`src/rtl/arp_resolver_pkg.sv`:
```
// ARP resolver shared package: FSM encoding and broadcast constants.
// Imported by arp_resolver, arp_resolver_if and arp_retry_timer.
package arp_resolver_pkg;

  typedef enum logic [2:0] {
    ST_IDLE,
    ST_QUERY,
    ST_WAIT_RESP,
    ST_SEND_REQ,
    ST_WAIT_REPLY,
    ST_RESPOND
  } arp_state_t;

  localparam logic [31:0] BCAST_IP  = 32'hFFFF_FFFF;
  localparam logic [47:0] BCAST_MAC = 48'hFFFF_FFFF_FFFF;

  function automatic logic is_bcast(
    input logic [31:0] ip,
    input logic [31:0] mask
  );
    return (ip | mask) == BCAST_IP;
  endfunction

endpackage

```
`src/rtl/arp_resolver_if.sv`:
```
// ARP resolver bus bundle: request/response, cache query/fill,
// ARP frame trigger, received-reply pulse and IP configuration.
interface arp_resolver_if;
  import arp_resolver_pkg::*;

  logic        arp_request_valid;
  logic        arp_request_ready;
  logic [31:0] arp_request_ip;

  logic        arp_response_valid;
  logic        arp_response_ready;
  logic        arp_response_error;
  logic [47:0] arp_response_mac;

  logic        cache_query_request_valid;
  logic        cache_query_request_ready;
  logic [31:0] cache_query_request_ip;

  logic        cache_query_response_valid;
  logic        cache_query_response_ready;
  logic        cache_query_response_error;
  logic [47:0] cache_query_response_mac;

  logic        cache_write_request_valid;
  logic        cache_write_request_ready;
  logic [31:0] cache_write_request_ip;
  logic [47:0] cache_write_request_mac;

  logic        arp_tx_valid;
  logic        arp_tx_ready;
  logic [31:0] arp_tx_target_ip;

  logic        arp_reply_valid;
  logic [31:0] arp_reply_ip;
  logic [47:0] arp_reply_mac;

  logic [31:0] local_ip;
  logic [31:0] gateway_ip;
  logic [31:0] subnet_mask;

  modport slave (
    input  arp_request_valid, arp_request_ip,
    output arp_request_ready,
    output arp_response_valid, arp_response_error,
    output arp_response_mac,
    input  arp_response_ready,
    output cache_query_request_valid, cache_query_request_ip,
    input  cache_query_request_ready,
    input  cache_query_response_valid,
    input  cache_query_response_error,
    input  cache_query_response_mac,
    output cache_query_response_ready,
    output cache_write_request_valid, cache_write_request_ip,
    output cache_write_request_mac,
    input  cache_write_request_ready,
    output arp_tx_valid, arp_tx_target_ip,
    input  arp_tx_ready,
    input  arp_reply_valid, arp_reply_ip, arp_reply_mac,
    input  local_ip, gateway_ip, subnet_mask
  );

  modport master (
    output arp_request_valid, arp_request_ip,
    input  arp_request_ready,
    input  arp_response_valid, arp_response_error,
    input  arp_response_mac,
    output arp_response_ready,
    input  cache_query_request_valid, cache_query_request_ip,
    output cache_query_request_ready,
    output cache_query_response_valid,
    output cache_query_response_error,
    output cache_query_response_mac,
    input  cache_query_response_ready,
    input  cache_write_request_valid, cache_write_request_ip,
    input  cache_write_request_mac,
    output cache_write_request_ready,
    input  arp_tx_valid, arp_tx_target_ip,
    output arp_tx_ready,
    output arp_reply_valid, arp_reply_ip, arp_reply_mac,
    output local_ip, gateway_ip, subnet_mask
  );

endinterface

```
`src/rtl/arp_retry_timer.sv`:
```
// Retry timer: loadable down-counter that stops at zero and
// flags when it is there.
module arp_retry_timer
  import arp_resolver_pkg::*;
#(
  parameter int WIDTH = 32
) (
  input  logic             clk,
  input  logic             rst,
  input  logic             i_load,
  input  logic [WIDTH-1:0] i_value,
  output logic             o_zero
);

  logic [WIDTH-1:0] r_count;

  always_ff @(posedge clk or posedge rst) begin
    if (rst) begin
      r_count <= '0;
    end else if (i_load) begin
      r_count <= i_value;
    end else if (r_count != '0) begin
      r_count <= r_count - WIDTH'(1);
    end
  end

  assign o_zero = (r_count == '0);

endmodule

```
`src/rtl/arp_resolver.sv`:
```
// ARP resolver: cache lookup, ARP request retries, reply capture.
// Define ARP_GATEWAY_EN to route off-subnet lookups via gateway_ip.
module arp_resolver
  import arp_resolver_pkg::*;
#(
  parameter int RETRY_COUNT    = 4,
  parameter int RETRY_INTERVAL = 250000000,
  parameter int TIMER_WIDTH    = 32
) (
  input logic           clk,
  input logic           rst,
  arp_resolver_if.slave bus
);

  localparam int RW =
    (RETRY_COUNT > 1) ? $clog2(RETRY_COUNT) : 1;

  arp_state_t  r_state;
  logic [31:0] r_ip;
  logic [RW-1:0] r_retry;
  logic        r_req_ready;
  logic        r_cq_valid;
  logic        r_cr_ready;
  logic        r_tx_valid;
  logic        r_resp_valid;
  logic        r_resp_err;
  logic [47:0] r_resp_mac;

  logic        r_wb_valid;
  logic [31:0] r_wb_ip;
  logic [47:0] r_wb_mac;

  logic [31:0] w_lookup_ip;
  logic        w_bcast;
  logic        w_match;
  logic        w_load;
  logic        w_zero;
  logic        w_drain;

`ifdef ARP_GATEWAY_EN
  logic w_offnet;
  assign w_offnet =
    ((bus.arp_request_ip ^ bus.local_ip)
      & bus.subnet_mask) != '0;
  assign w_lookup_ip =
    w_offnet ? bus.gateway_ip : bus.arp_request_ip;
  assign w_bcast =
    is_bcast(bus.arp_request_ip, bus.subnet_mask);
`else
  logic w_unused_cfg;
  assign w_unused_cfg =
    ^{bus.local_ip, bus.gateway_ip, bus.subnet_mask};
  assign w_lookup_ip = bus.arp_request_ip;
  assign w_bcast     = (bus.arp_request_ip == BCAST_IP);
`endif

  assign w_match = bus.arp_reply_valid
                && (bus.arp_reply_ip == r_ip);
  assign w_load  = (r_state == ST_SEND_REQ)
                && r_tx_valid && bus.arp_tx_ready;

  arp_retry_timer #(
    .WIDTH (TIMER_WIDTH)
  ) u_timer (
    .clk     (clk),
    .rst     (rst),
    .i_load  (w_load),
    .i_value (TIMER_WIDTH'(RETRY_INTERVAL - 1)),
    .o_zero  (w_zero)
  );

  always_ff @(posedge clk or posedge rst) begin
    if (rst) begin
      r_state      <= ST_IDLE;
      r_ip         <= '0;
      r_retry      <= '0;
      r_req_ready  <= 1'b0;
      r_cq_valid   <= 1'b0;
      r_cr_ready   <= 1'b0;
      r_tx_valid   <= 1'b0;
      r_resp_valid <= 1'b0;
      r_resp_err   <= 1'b0;
      r_resp_mac   <= '0;
    end else begin
      unique case (r_state)
        ST_IDLE: begin
          r_req_ready <= 1'b1;
          if (r_req_ready && bus.arp_request_valid) begin
            r_req_ready <= 1'b0;
            r_ip        <= w_lookup_ip;
            if (w_bcast) begin
              r_state      <= ST_RESPOND;
              r_resp_valid <= 1'b1;
              r_resp_err   <= 1'b0;
              r_resp_mac   <= BCAST_MAC;
            end else begin
              r_state    <= ST_QUERY;
              r_cq_valid <= 1'b1;
            end
          end
        end
        ST_QUERY: begin
          if (bus.cache_query_request_ready) begin
            r_cq_valid <= 1'b0;
            r_cr_ready <= 1'b1;
            r_state    <= ST_WAIT_RESP;
          end
        end
        ST_WAIT_RESP: begin
          if (bus.cache_query_response_valid) begin
            r_cr_ready <= 1'b0;
            if (!bus.cache_query_response_error) begin
              r_state      <= ST_RESPOND;
              r_resp_valid <= 1'b1;
              r_resp_err   <= 1'b0;
              r_resp_mac   <= bus.cache_query_response_mac;
            end else begin
              r_state    <= ST_SEND_REQ;
              r_retry    <= RW'(RETRY_COUNT - 1);
              r_tx_valid <= 1'b1;
            end
          end
        end
        ST_SEND_REQ: begin
          if (bus.arp_tx_ready) begin
            r_tx_valid <= 1'b0;
            r_state    <= ST_WAIT_REPLY;
          end
        end
        ST_WAIT_REPLY: begin
          // A matching reply wins over a same-cycle expiry.
          if (w_match) begin
            r_state      <= ST_RESPOND;
            r_resp_valid <= 1'b1;
            r_resp_err   <= 1'b0;
            r_resp_mac   <= bus.arp_reply_mac;
          end else if (w_zero) begin
            if (r_retry == '0) begin
              r_state      <= ST_RESPOND;
              r_resp_valid <= 1'b1;
              r_resp_err   <= 1'b1;
              r_resp_mac   <= '0;
            end else begin
              r_retry    <= r_retry - RW'(1);
              r_state    <= ST_SEND_REQ;
              r_tx_valid <= 1'b1;
            end
          end
        end
        ST_RESPOND: begin
          if (bus.arp_response_ready) begin
            r_resp_valid <= 1'b0;
            r_req_ready  <= 1'b1;
            r_state      <= ST_IDLE;
          end
        end
        default: begin
          r_state      <= ST_IDLE;
          r_cq_valid   <= 1'b0;
          r_cr_ready   <= 1'b0;
          r_tx_valid   <= 1'b0;
          r_resp_valid <= 1'b0;
        end
      endcase
    end
  end

  assign w_drain = r_wb_valid && bus.cache_write_request_ready;

  // Single-entry fill buffer; a full, stalled buffer drops new replies.
  always_ff @(posedge clk or posedge rst) begin
    if (rst) begin
      r_wb_valid <= 1'b0;
      r_wb_ip    <= '0;
      r_wb_mac   <= '0;
    end else if (bus.arp_reply_valid
                 && (!r_wb_valid || w_drain)) begin
      r_wb_valid <= 1'b1;
      r_wb_ip    <= bus.arp_reply_ip;
      r_wb_mac   <= bus.arp_reply_mac;
    end else if (w_drain) begin
      r_wb_valid <= 1'b0;
    end
  end

  assign bus.arp_request_ready          = r_req_ready;
  assign bus.cache_query_request_valid  = r_cq_valid;
  assign bus.cache_query_request_ip     = r_ip;
  assign bus.cache_query_response_ready = r_cr_ready;
  assign bus.arp_tx_valid               = r_tx_valid;
  assign bus.arp_tx_target_ip           = r_ip;
  assign bus.arp_response_valid         = r_resp_valid;
  assign bus.arp_response_error         = r_resp_err;
  assign bus.arp_response_mac           = r_resp_mac;
  assign bus.cache_write_request_valid  = r_wb_valid;
  assign bus.cache_write_request_ip     = r_wb_ip;
  assign bus.cache_write_request_mac    = r_wb_mac;

endmodule
```
`src/flat_wrapper.sv`:
```
// flat-port wrapper written by rule: the top's interface ports become plain ports
module arp_resolver_flat import arp_resolver_pkg::*;
#(
  parameter int RETRY_COUNT    = 4,
  parameter int RETRY_INTERVAL = 250000000,
  parameter int TIMER_WIDTH    = 32
)
  (clk, rst, bus_arp_request_valid, bus_arp_request_ip, bus_arp_request_ready, bus_arp_response_valid, bus_arp_response_error, bus_arp_response_mac, bus_arp_response_ready, bus_cache_query_request_valid, bus_cache_query_request_ip, bus_cache_query_request_ready, bus_cache_query_response_valid, bus_cache_query_response_error, bus_cache_query_response_mac, bus_cache_query_response_ready, bus_cache_write_request_valid, bus_cache_write_request_ip, bus_cache_write_request_mac, bus_cache_write_request_ready, bus_arp_tx_valid, bus_arp_tx_target_ip, bus_arp_tx_ready, bus_arp_reply_valid, bus_arp_reply_ip, bus_arp_reply_mac, bus_local_ip, bus_gateway_ip, bus_subnet_mask);
  arp_resolver_if bus_i ();
  input logic clk;
  input logic rst;
  input wire logic [$bits(bus_i.arp_request_valid)-1:0] bus_arp_request_valid;
  input wire logic [$bits(bus_i.arp_request_ip)-1:0] bus_arp_request_ip;
  output wire logic [$bits(bus_i.arp_request_ready)-1:0] bus_arp_request_ready;
  output wire logic [$bits(bus_i.arp_response_valid)-1:0] bus_arp_response_valid;
  output wire logic [$bits(bus_i.arp_response_error)-1:0] bus_arp_response_error;
  output wire logic [$bits(bus_i.arp_response_mac)-1:0] bus_arp_response_mac;
  input wire logic [$bits(bus_i.arp_response_ready)-1:0] bus_arp_response_ready;
  output wire logic [$bits(bus_i.cache_query_request_valid)-1:0] bus_cache_query_request_valid;
  output wire logic [$bits(bus_i.cache_query_request_ip)-1:0] bus_cache_query_request_ip;
  input wire logic [$bits(bus_i.cache_query_request_ready)-1:0] bus_cache_query_request_ready;
  input wire logic [$bits(bus_i.cache_query_response_valid)-1:0] bus_cache_query_response_valid;
  input wire logic [$bits(bus_i.cache_query_response_error)-1:0] bus_cache_query_response_error;
  input wire logic [$bits(bus_i.cache_query_response_mac)-1:0] bus_cache_query_response_mac;
  output wire logic [$bits(bus_i.cache_query_response_ready)-1:0] bus_cache_query_response_ready;
  output wire logic [$bits(bus_i.cache_write_request_valid)-1:0] bus_cache_write_request_valid;
  output wire logic [$bits(bus_i.cache_write_request_ip)-1:0] bus_cache_write_request_ip;
  output wire logic [$bits(bus_i.cache_write_request_mac)-1:0] bus_cache_write_request_mac;
  input wire logic [$bits(bus_i.cache_write_request_ready)-1:0] bus_cache_write_request_ready;
  output wire logic [$bits(bus_i.arp_tx_valid)-1:0] bus_arp_tx_valid;
  output wire logic [$bits(bus_i.arp_tx_target_ip)-1:0] bus_arp_tx_target_ip;
  input wire logic [$bits(bus_i.arp_tx_ready)-1:0] bus_arp_tx_ready;
  input wire logic [$bits(bus_i.arp_reply_valid)-1:0] bus_arp_reply_valid;
  input wire logic [$bits(bus_i.arp_reply_ip)-1:0] bus_arp_reply_ip;
  input wire logic [$bits(bus_i.arp_reply_mac)-1:0] bus_arp_reply_mac;
  input wire logic [$bits(bus_i.local_ip)-1:0] bus_local_ip;
  input wire logic [$bits(bus_i.gateway_ip)-1:0] bus_gateway_ip;
  input wire logic [$bits(bus_i.subnet_mask)-1:0] bus_subnet_mask;
  assign bus_i.arp_request_valid = bus_arp_request_valid;
  assign bus_i.arp_request_ip = bus_arp_request_ip;
  assign bus_arp_request_ready = bus_i.arp_request_ready;
  assign bus_arp_response_valid = bus_i.arp_response_valid;
  assign bus_arp_response_error = bus_i.arp_response_error;
  assign bus_arp_response_mac = bus_i.arp_response_mac;
  assign bus_i.arp_response_ready = bus_arp_response_ready;
  assign bus_cache_query_request_valid = bus_i.cache_query_request_valid;
  assign bus_cache_query_request_ip = bus_i.cache_query_request_ip;
  assign bus_i.cache_query_request_ready = bus_cache_query_request_ready;
  assign bus_i.cache_query_response_valid = bus_cache_query_response_valid;
  assign bus_i.cache_query_response_error = bus_cache_query_response_error;
  assign bus_i.cache_query_response_mac = bus_cache_query_response_mac;
  assign bus_cache_query_response_ready = bus_i.cache_query_response_ready;
  assign bus_cache_write_request_valid = bus_i.cache_write_request_valid;
  assign bus_cache_write_request_ip = bus_i.cache_write_request_ip;
  assign bus_cache_write_request_mac = bus_i.cache_write_request_mac;
  assign bus_i.cache_write_request_ready = bus_cache_write_request_ready;
  assign bus_arp_tx_valid = bus_i.arp_tx_valid;
  assign bus_arp_tx_target_ip = bus_i.arp_tx_target_ip;
  assign bus_i.arp_tx_ready = bus_arp_tx_ready;
  assign bus_i.arp_reply_valid = bus_arp_reply_valid;
  assign bus_i.arp_reply_ip = bus_arp_reply_ip;
  assign bus_i.arp_reply_mac = bus_arp_reply_mac;
  assign bus_i.local_ip = bus_local_ip;
  assign bus_i.gateway_ip = bus_gateway_ip;
  assign bus_i.subnet_mask = bus_subnet_mask;
  arp_resolver #(.RETRY_COUNT(RETRY_COUNT), .RETRY_INTERVAL(RETRY_INTERVAL), .TIMER_WIDTH(TIMER_WIDTH)) u_core (.clk(clk), .rst(rst), .bus(bus_i));
endmodule
```
`config.mk`:
```
export PLATFORM = sky130hd
export DESIGN_NAME = arp_resolver_flat
export DESIGN_NICKNAME = d
export VERILOG_FILES = /design/src/rtl/arp_resolver_pkg.sv /design/src/rtl/arp_resolver_if.sv /design/src/rtl/arp_retry_timer.sv /design/src/rtl/arp_resolver.sv /design/src/flat_wrapper.sv
export SDC_FILE = /design/constraint.sdc
export NUM_CORES = 1
export LEC_CHECK = 0
export BUFFER_PORTS_ARGS = -buffer_cell sky130_fd_sc_hd__buf_2
export CAP_MARGIN = 20
export CORE_AREA = 2 2 179 181
export DETAILED_ROUTE_END_ITERATION = 12
export DIE_AREA = 0 0 181 183
export MAX_ROUTING_LAYER = met4
export PLACE_DENSITY_LB_ADDON = 0.25
export SLEW_MARGIN = 25
export SYNTH_ARGS = -nofsm -noshare
export SYNTH_HDL_FRONTEND = slang
export SYNTH_HIERARCHICAL = 1
export SYNTH_SLANG_ARGS = --single-unit
```
`constraint.sdc`:
```
create_clock -name clk -period 11.63 [get_ports clk]
set_input_delay 1.7445 -clock clk [delete_from_list [all_inputs] [get_ports clk]]
set_output_delay 1.7445 -clock clk [all_outputs]
set_load 0.1 [all_outputs]
```
Word-level counts from Yosys, hierarchy flattened

Index checks and enable logic that the tools add are counted.

Bits in registers: 204
Input bits: 266
Output and inout port bits: 199
Logic and storage cells: 132

$add $sub $neg: 2
Eq/ne operators: 21
Mux-type cells: 61
Bitwise gates (word level): 4
Reduce and logical (&&, ||, !) cells: 30

Operators by type and width:

| operator                                                             | number |
|---|---|
| 48-bit 2-to-1 mux                                                    | 7 |
| 48-bit one-hot mux with 3 select lines                               | 1 |
| 32-bit 2-to-1 mux                                                    | 2 |
| 32-bit == test                                                       | 1 |
| 32-bit == test, second input constant                                | 1 |
| 32-bit zero test                                                     | 1 |
| 32-bit nonzero test                                                  | 1 |
| 32-bit by 1-bit subtractor with 32-bit output, second input constant | 1 |
| 3-bit 2-to-1 mux                                                     | 10 |
| 1-bit 2-to-1 mux                                                     | 28 |
| 2-bit != test, second input constant                                 | 10 |
| 3-bit one-hot mux with 6 select lines                                | 1 |
| 7-bit AND reduction                                                  | 2 |
| 6-bit AND reduction                                                  | 2 |
| 2-bit 2-to-1 mux                                                     | 5 |
| 1-bit one-hot mux with 3 select lines                                | 3 |
| 8-bit AND reduction                                                  | 1 |
| 2-bit nonzero test                                                   | 4 |
| 4-bit OR reduction                                                   | 2 |
| 3-bit by 2-bit == test with 1-bit output, second input constant      | 2 |
| 3-bit == test, second input constant                                 | 2 |
| 1-bit logical AND                                                    | 6 |
| 1-bit one-hot mux with 5 select lines                                | 1 |
| 2-bit by 1-bit != test with 1-bit output, second input constant      | 2 |
| 18 further kinds                                                     | 22 |

Longest topological paths before layout

Gate-level depths: netlist of run 1.

Depth after elaboration: 5
Mapped depth: 12
Depth with buffers taken out: 11

Cells and area by module

Netlist of run 1, hierarchy kept.

By module, submodules not included:

| module          | instances | cells each | area an instance (um^2) |
|---|---|---|---|
| arp_resolver    | 1         | 597        | 7921.3 |
| arp_retry_timer | 1         | 208        | 1880.6 |

Least setup slack after synthesis of run 1

OpenSTA, ideal clock, no wires.

Kind: input to register
From: in bus_arp_reply_ip[25]
To: reg u_core.r_resp_mac[0], in the netlist u_core/bus.arp_response_mac[0]
Data arrival time: 3.182 ns
Data required time: 11.506 ns
Path slack: 8.324 ns
Stages on the path: 9
Path buffers: 3
Cells stage by stage: xor2_1 nor4_1 and3_1 and3_1 buf_4 o21a_1 buf_4 buf_4 a2bb2oi_2

Longest elaborated chain between the ends: 4
Elaborated cells on any way between the ends: 7

Ends and longest elaborated chain:

| element                                                                                               | line                | source |
|---|---|---|
| start: declaration                                                                                    | flat_wrapper.sv:34  | `input wire logic [$bits(bus_i.arp_reply_ip)-1:0] bus_arp_reply_ip;` |
| 32-bit == test *                                                                                      | arp_resolver.sv:58  | `&& (bus.arp_reply_ip == r_ip);` |
| 1-bit logical AND *                                                                                   | arp_resolver.sv:58  |  |
| 3-bit by 1-bit != test with 1-bit output (no source line) (tied with other cells)                     | --                  |  |
| 7-bit AND reduction (no source line) / 48-bit one-hot mux with 3 select lines (equally long branches) | --                  |  |
| end signal: assignment                                                                                | arp_resolver.sv:116 | `r_resp_mac <= bus.cache_query_response_mac;` |
| end signal: assignment                                                                                | arp_resolver.sv:136 | `r_resp_mac <= bus.arp_reply_mac;` |
| end: declaration                                                                                      | arp_resolver.sv:27  | `logic [47:0] r_resp_mac;` |

Every way passes the cells marked *; elsewhere a longest branch is shown, timed or not.
A chain may end at the register's enable or synchronous reset.

Final worst setup path of run 1

From: in bus_arp_reply_ip[30]
To: reg u_core.r_resp_mac[24], in the netlist u_core/bus.arp_response_mac[24]

The elaborated chain is that of the path after synthesis.

==> results of run 1 <==
final cells by class:
type                    count  area [um2]
fillers                  3136       18600
flip-flops and latches    204        5100
multi-input cells         536        4270
repair buffers            377        1910
clock buffers              33         716
well taps                 402         503
clock inverters             9        98.8
inverters                  15        61.3
diodes                      1        2.50
synthesized netlist by cell type, drive strengths merged, types with 2 or more instances:
cell / number / area, um2
nor3: 14 / 70.1
o31ai: 18 / 135
mux2i: 2 / 20.0
and3: 3 / 18.8
a21oi: 8 / 40.0
a2bb2oi: 49 / 554
inv: 15 / 56.3
a22oi: 49 / 368
buf: 62 / 447
xor2: 7 / 61.3
nand2: 47 / 179
ha: 2 / 25.0
nand3b: 2 / 15.0
nand4: 16 / 115
nor4b: 2 / 17.5
a31oi: 5 / 31.3
or2: 3 / 18.8
nand3: 7 / 35.0
a211oi: 4 / 35.0
nor2: 24 / 90.1
o21ai: 24 / 120
nor2b: 7 / 43.8
mux2: 114 / 1280
o21a: 3 / 30.0
nor4: 18 / 174
nand2b: 3 / 18.8
xnor2: 51 / 447
nor3b: 2 / 15.0
or3: 6 / 37.5
dfrtp: 204 / 5100
conb: 2 / 7.51
clkbuf: 18 / 67.6
sequential cells by signal, summed over array words and instances (netlist names), 2 cells and up:
register	flops
u_core/u_timer/r_count	32
u_core/bus.cache_write_request_ip	32
u_core/bus.arp_tx_target_ip	32
u_core/r_retry	2
u_core/bus.cache_write_request_mac	48
u_core/r_state	3
u_core/bus.arp_response_mac	48
routing by layer:
layer  vias to the layer above  part of all wire [%]
met5                         -                     0
met4                         0                   2.3
met3                        42                   5.8
met2                       258                    50
met1                      3728                    42
li1                       3588                     -
worst min-delay path by stage:
stage | from | to | cells past startpoint
2_1_floorplan | u_core/u_timer/r_count[26] | u_core/u_timer/r_count[26] | 2
3_3_place_gp | u_core/bus.cache_write_request_mac[18] | u_core/bus.cache_write_request_mac[18] | 1
3_5_place_dp | u_core/bus.cache_write_request_ip[2] | u_core/bus.cache_write_request_ip[2] | 1
4_1_cts | u_core/bus.cache_write_request_mac[29] | u_core/bus.cache_write_request_mac[29] | 1
5_1_grt | u_core/bus.cache_write_request_ip[10] | u_core/bus.cache_write_request_ip[10] | 1
6_report | u_core/bus.cache_write_request_mac[46] | u_core/bus.cache_write_request_mac[46] | 1
per-stage QoR:
| step | instances | cell area, um2 | utilization (%) | worst slack (ns) | hold slack, ns |
|---|---|---|---|---|---|
| after floorplan | 835 | 9910 | - | 5.23 | 0.519 |
| after global placement | 1534 | 11800 | 37.9 | 6.97 | 0.483 |
| after detailed placement | 1534 | 11800 | 37.9 | 6.97 | 0.487 |
| after CTS | 1576 | 12700 | 40.5 | 7.50 | 0.500 |
| after global routing | 1577 | 12700 | 40.6 | 7.44 | 0.515 |
| final | 1577 | 12700 | 40.6 | 7.55 | 0.498 |
logic make-up after synthesis:
kind of cell	count (synthesis)
flip-flops	204
AO/OA/AOI/OAI	170
AND/OR/NAND/NOR	158
multiplexers	116
buffers and inverters	95
XOR/XNOR	58
adder cells (fa/ha/maj)	2
other	2
worst register-to-register path, delay by kind of cell, from the launching register on:
kind | cells | cell delay (ns)
flip-flops | 1 | 0.42
AO/OA/AOI/OAI | 2 | 0.34
buffers and inverters | 2 | 0.86
AND/OR/NAND/NOR | 5 | 1.43
==> impl_metrics.yaml, run 1 <==
clock_tree:
  cts_resized: 0
  cts_hold_buf: 0
  cts.path.max_buffers: 3
  htreeDepth: 1
  cts_sinks: 204
  cts_post_setup_buffers_inserted: 0
  cts_tree: "yes"
  cts_made_buffers: 25
  clk-insertion-delay-late_ns: 0.52
  clk_pin_slew_ns: 0.06
  cts_root_buf: "clkbuf_16"
global_route:
  grt_pass1_vias: 7701
  grt_antenna_before_repair: 1
  grt_usage_pct: 17.3
  busiest_layer: "met2"
  met1_usage_pct: 21.8
  grt_pass1_wl_um: 44300
  use_met3_pct: 2.96
  grt_start_max_net_pins: 65
  grtUsageMet2_pct: 29.0
  grt-ovfl-total: 0
sta:
  max_slew_margin_pct: 44.1
  worstMarginPinSlew_ns: 0.838
  max_freq_mhz: 245
  period_minus_slack_ns: 4.08
  finalSetupViolCount: 0
  finalHoldViolCount: 0
  finalSetupTns_ns: 0
  finClkSkew_ns: 0.0165
  period_share_pct: 35.1
  slew_violations: 0
  rsz0062_at_grt: "no"
drt:
  drc: 0
  via_per_inst: 4.83
  ant_nets: 0
  drtPass1Iterations: 4
  drt_iter0_drc: 366
  wl_per_cell_um: 18.4
  num_vias: 7616
  drt_wl_total_um: 28900
synth:
  synth_seq_cells: 204
  synth_simple_gate_area_share_pct: 8.97
  syn_area_per_cell_um2: 12.2
  yosysSeqAreaShare_pct: 52.1
  ys_warn_count: 6
  synth_cells: 805
  synth_compound_area_share_pct: 14.3
  synth_top_family_by_area: "compound AO/OA/AOI/OAI gates"
  synth.distinct_cells: 59
  synth_mux_area_share_pct: 13.3
  synth_ff_type: "dfrtp_1"
  synth_async_sr_flop_share_pct: 100
  synth-edff-count: 0
  synthXorXnorAreaFrac_pct: 5.18
  synth_area_mm2: 0.00980
  synthAdderAreaFrac_pct: 0.255
setup_path:
  cpMaxStageDelayCell: "nor4_1"
  path_depth: 8
  cp-endpoint: "u_core/bus.arp_response_mac[24]"
  cp-startpoint: "bus_arp_reply_ip[30]"
  worstPathArrival_ns: 4.45
  timing.rr.end: "u_core/bus.arp_response_mac[24]"
  r2r_slack_ns: 8.43
  start_kind: "input port"
  crit_chain: "buf_2 > xnor2_1 > nand4_1 > nor4_1 > and3_1 > o21a_2 > buf_4 > a2bb2oi_1"
  crit_fanout: 48
  crit-reg2reg-launch: "u_core/u_timer/r_count[3]"
  end_kind: "flop"
  path_buf_inv: 2
  slowest_delay_ns: 0.61
  crit_family: "simple AND/OR/NAND/NOR gates"
  required_ns: 12.00
  r2r_cells: 9
  crit_type: "input port to flop"
placement:
  gp_congestion: 0.799
  port_buffers: 368
  dp_hpwl_um: 20700
final_layout:
  drive_above_1_share_pct: 48.9
  fin_nets: 1427
  layout_commonest_cell: "buf_2"
  layout_common_cells: "buf_2 (368), dfrtp_1 (204), mux2_2 (114)"
  syn2layout_area_growth_pct: 29.2
floorplan:
  rows: 65
  initial_utilization_pct: 31.4
  die_area_mm2: 0.0331
  fp.dieW_um: 181
  io_pins: 465
  die_y_um: 183
  coreArea_mm2: 0.0312
run_status:
  outcome: "completed"
hold_path:
  min_path_type: "flop to flop"
job:
  cap_violations: 0
Power of run 1 is left out: the tool's default activity adds up to more than one toggle a clock period on the data nets, which glitch-free logic cannot reach.
==> run 2: changes to the inputs <==
--- a/config.mk
+++ b/config.mk
@@ -7,9 +7,9 @@
 export LEC_CHECK = 0
 export BUFFER_PORTS_ARGS = -buffer_cell sky130_fd_sc_hd__buf_2
 export CAP_MARGIN = 20
-export CORE_AREA = 2 2 179 181
+export CORE_AREA = 2 2 181 183
 export DETAILED_ROUTE_END_ITERATION = 12
-export DIE_AREA = 0 0 181 183
+export DIE_AREA = 0 0 183 185
 export MAX_ROUTING_LAYER = met4
 export PLACE_DENSITY_LB_ADDON = 0.25
 export SLEW_MARGIN = 25
==> constraint.sdc (replaced) <==
create_clock -name clk -period 3.6 [get_ports clk]
set_input_delay 0.54 -clock clk [delete_from_list [all_inputs] [get_ports clk]]
set_output_delay 0.54 -clock clk [all_outputs]
set_load 0.1 [all_outputs]
==> run 2 against run 1 <==
Critical path depth up 1; sequential cell count unchanged; final cell count up 1.1%; utilization down 0.51 points; register-to-register slack worse by 7.7 ns; clock skew up 0.0028 ns; routed wire length down 3.0%; die area up 2.2%; via count down 0.59%; first-iteration DRC count down 10%; worst setup slack worse by 6.8 ns.
==> impl_metrics.yaml, run 2 (synthesis results as in run 1) <==
run_status:
  outcome: "completed"
final_layout:
  drive_above_1_share_pct: 49.2
  seq_area_mm2: 0.00510
  fill_cells: 3176
  fin_nets: 1434
  syn2layout_area_growth_pct: 30.9
  multi_input_area_mm2: 0.00427
  fin_util_pct: 40.1
  layout_commonest_cell: "buf_2"
  layout_common_cells: "buf_2 (368), dfrtp_1 (204), mux2_2 (114)"
sta:
  period_share_pct: 79.9
  worstMarginPinSlew_ns: 0.830
  finalHoldViolCount: 0
  hold-worst-slack_ns: 0.124
  period_minus_slack_ns: 2.88
  max_slew_margin_pct: 44.6
  max_freq_mhz: 348
  slew_violations: 0
  finClkSkew_ns: 0.0193
  rsz0062_at_grt: "no"
  finalSetupViolCount: 0
  finalSetupTns_ns: 0
floorplan:
  io_pins: 465
  coreArea_mm2: 0.0320
  die_area_mm2: 0.0339
  fp.dieW_um: 183
  die_y_um: 185
  initial_utilization_pct: 30.6
  rows: 66
job:
  cap_violations: 0
clock_tree:
  cts_root_buf: "clkbuf_16"
  clk-insertion-delay-late_ns: 0.54
  cts_post_setup_buffers_inserted: 0
  cts_tree: "yes"
  cts.path.max_buffers: 3
  cts_hold_buf: 0
  htreeDepth: 1
  cts_made_buffers: 25
  cts_sinks: 204
  clk_pin_slew_ns: 0.06
  cts_resized: 0
setup_path:
  crit_fanout: 10
  end_kind: "flop"
  crit_type: "flop to flop"
  r2r_cells: 9
  start_kind: "flop"
  worstPathArrival_ns: 3.29
  required_ns: 4.02
global_route:
  met1_usage_pct: 21.2
  busiest_layer: "met2"
  grt_antenna_before_repair: 1
  grt_pass1_wl_um: 43500
  grt_usage_pct: 16.7
  grt_pass1_vias: 7736
  grtUsageMet2_pct: 27.3
  grt_start_max_net_pins: 72
  use_met3_pct: 2.99
  grt-ovfl-total: 0
placement:
  dp_hpwl_um: 20200
  port_buffers: 368
  gp_congestion: 0.785
drt:
  num_vias: 7571
  drtPass1Iterations: 6
  drt_wl_total_um: 28100
  drt_iter0_drc: 328
  ant_nets: 0
  wl_per_cell_um: 17.6
  via_per_inst: 4.75
  drc: 0
hold_path:
  min_path_type: "input port to async pin"
[run 2: final cells by class]
cell class	instances	area share, %
multi-input combinational	536	33.3
clock buffer	33	5.50
clock inverter	12	1.08
tap	408	3.98
antenna	2	0.0390
inverter	15	0.468
sequential	204	39.8
timing repair buffer	384	15.9
[run 2: final timing paths]
check / from / to / slack (ns)
max reg2reg: u_core/u_timer/r_count[7] / u_core/r_retry[0] / 0.72
min reg2reg: u_core/bus.cache_write_request_mac[25] / u_core/bus.cache_write_request_mac[25] / 0.50
max: u_core/u_timer/r_count[7] / u_core/r_retry[0] / 0.72
min: rst / u_core/u_timer/r_count[12] / 0.12
min in group clk: bus_arp_reply_mac[14] / u_core/bus.cache_write_request_mac[14] / 0.24
max in group asynchronous: rst / u_core/bus.cache_write_request_ip[28] / 2.59
[run 2: worst max-delay path, stage by stage (launching register included)]
cell	delay (ns)
dfrtp_1	0.43
nor4_1	0.57
nand2_2	0.27
nor4_4	0.39
nor2b_1	0.19
o21ai_0	0.09
a21boi_1	0.29
nand3_1	0.11
or3_1	0.31
o221a_2	0.12
[run 2: through the flow]
| step | instances | setup WS (ns) | instance area (um2) |
|---|---|---|---|
| after floorplan | 835 | 0.791 | 9920 |
| after global placement | 1547 | 0.510 | 12000 |
| after detailed placement | 1547 | 0.476 | 12000 |
| after CTS | 1592 | 0.704 | 12800 |
| after global routing | 1593 | 0.418 | 12800 |
| final | 1594 | 0.724 | 12800 |
[run 2: per-layer routing]
layer	vias up	routed length (um)	part of all wire (%)
met5	-	0	0
met4	0	727	2.6
met3	48	1750	6.2
met2	262	13600	48
met1	3646	12000	43
li1	3615	-	-
Power of run 2 is left out for the same reason.
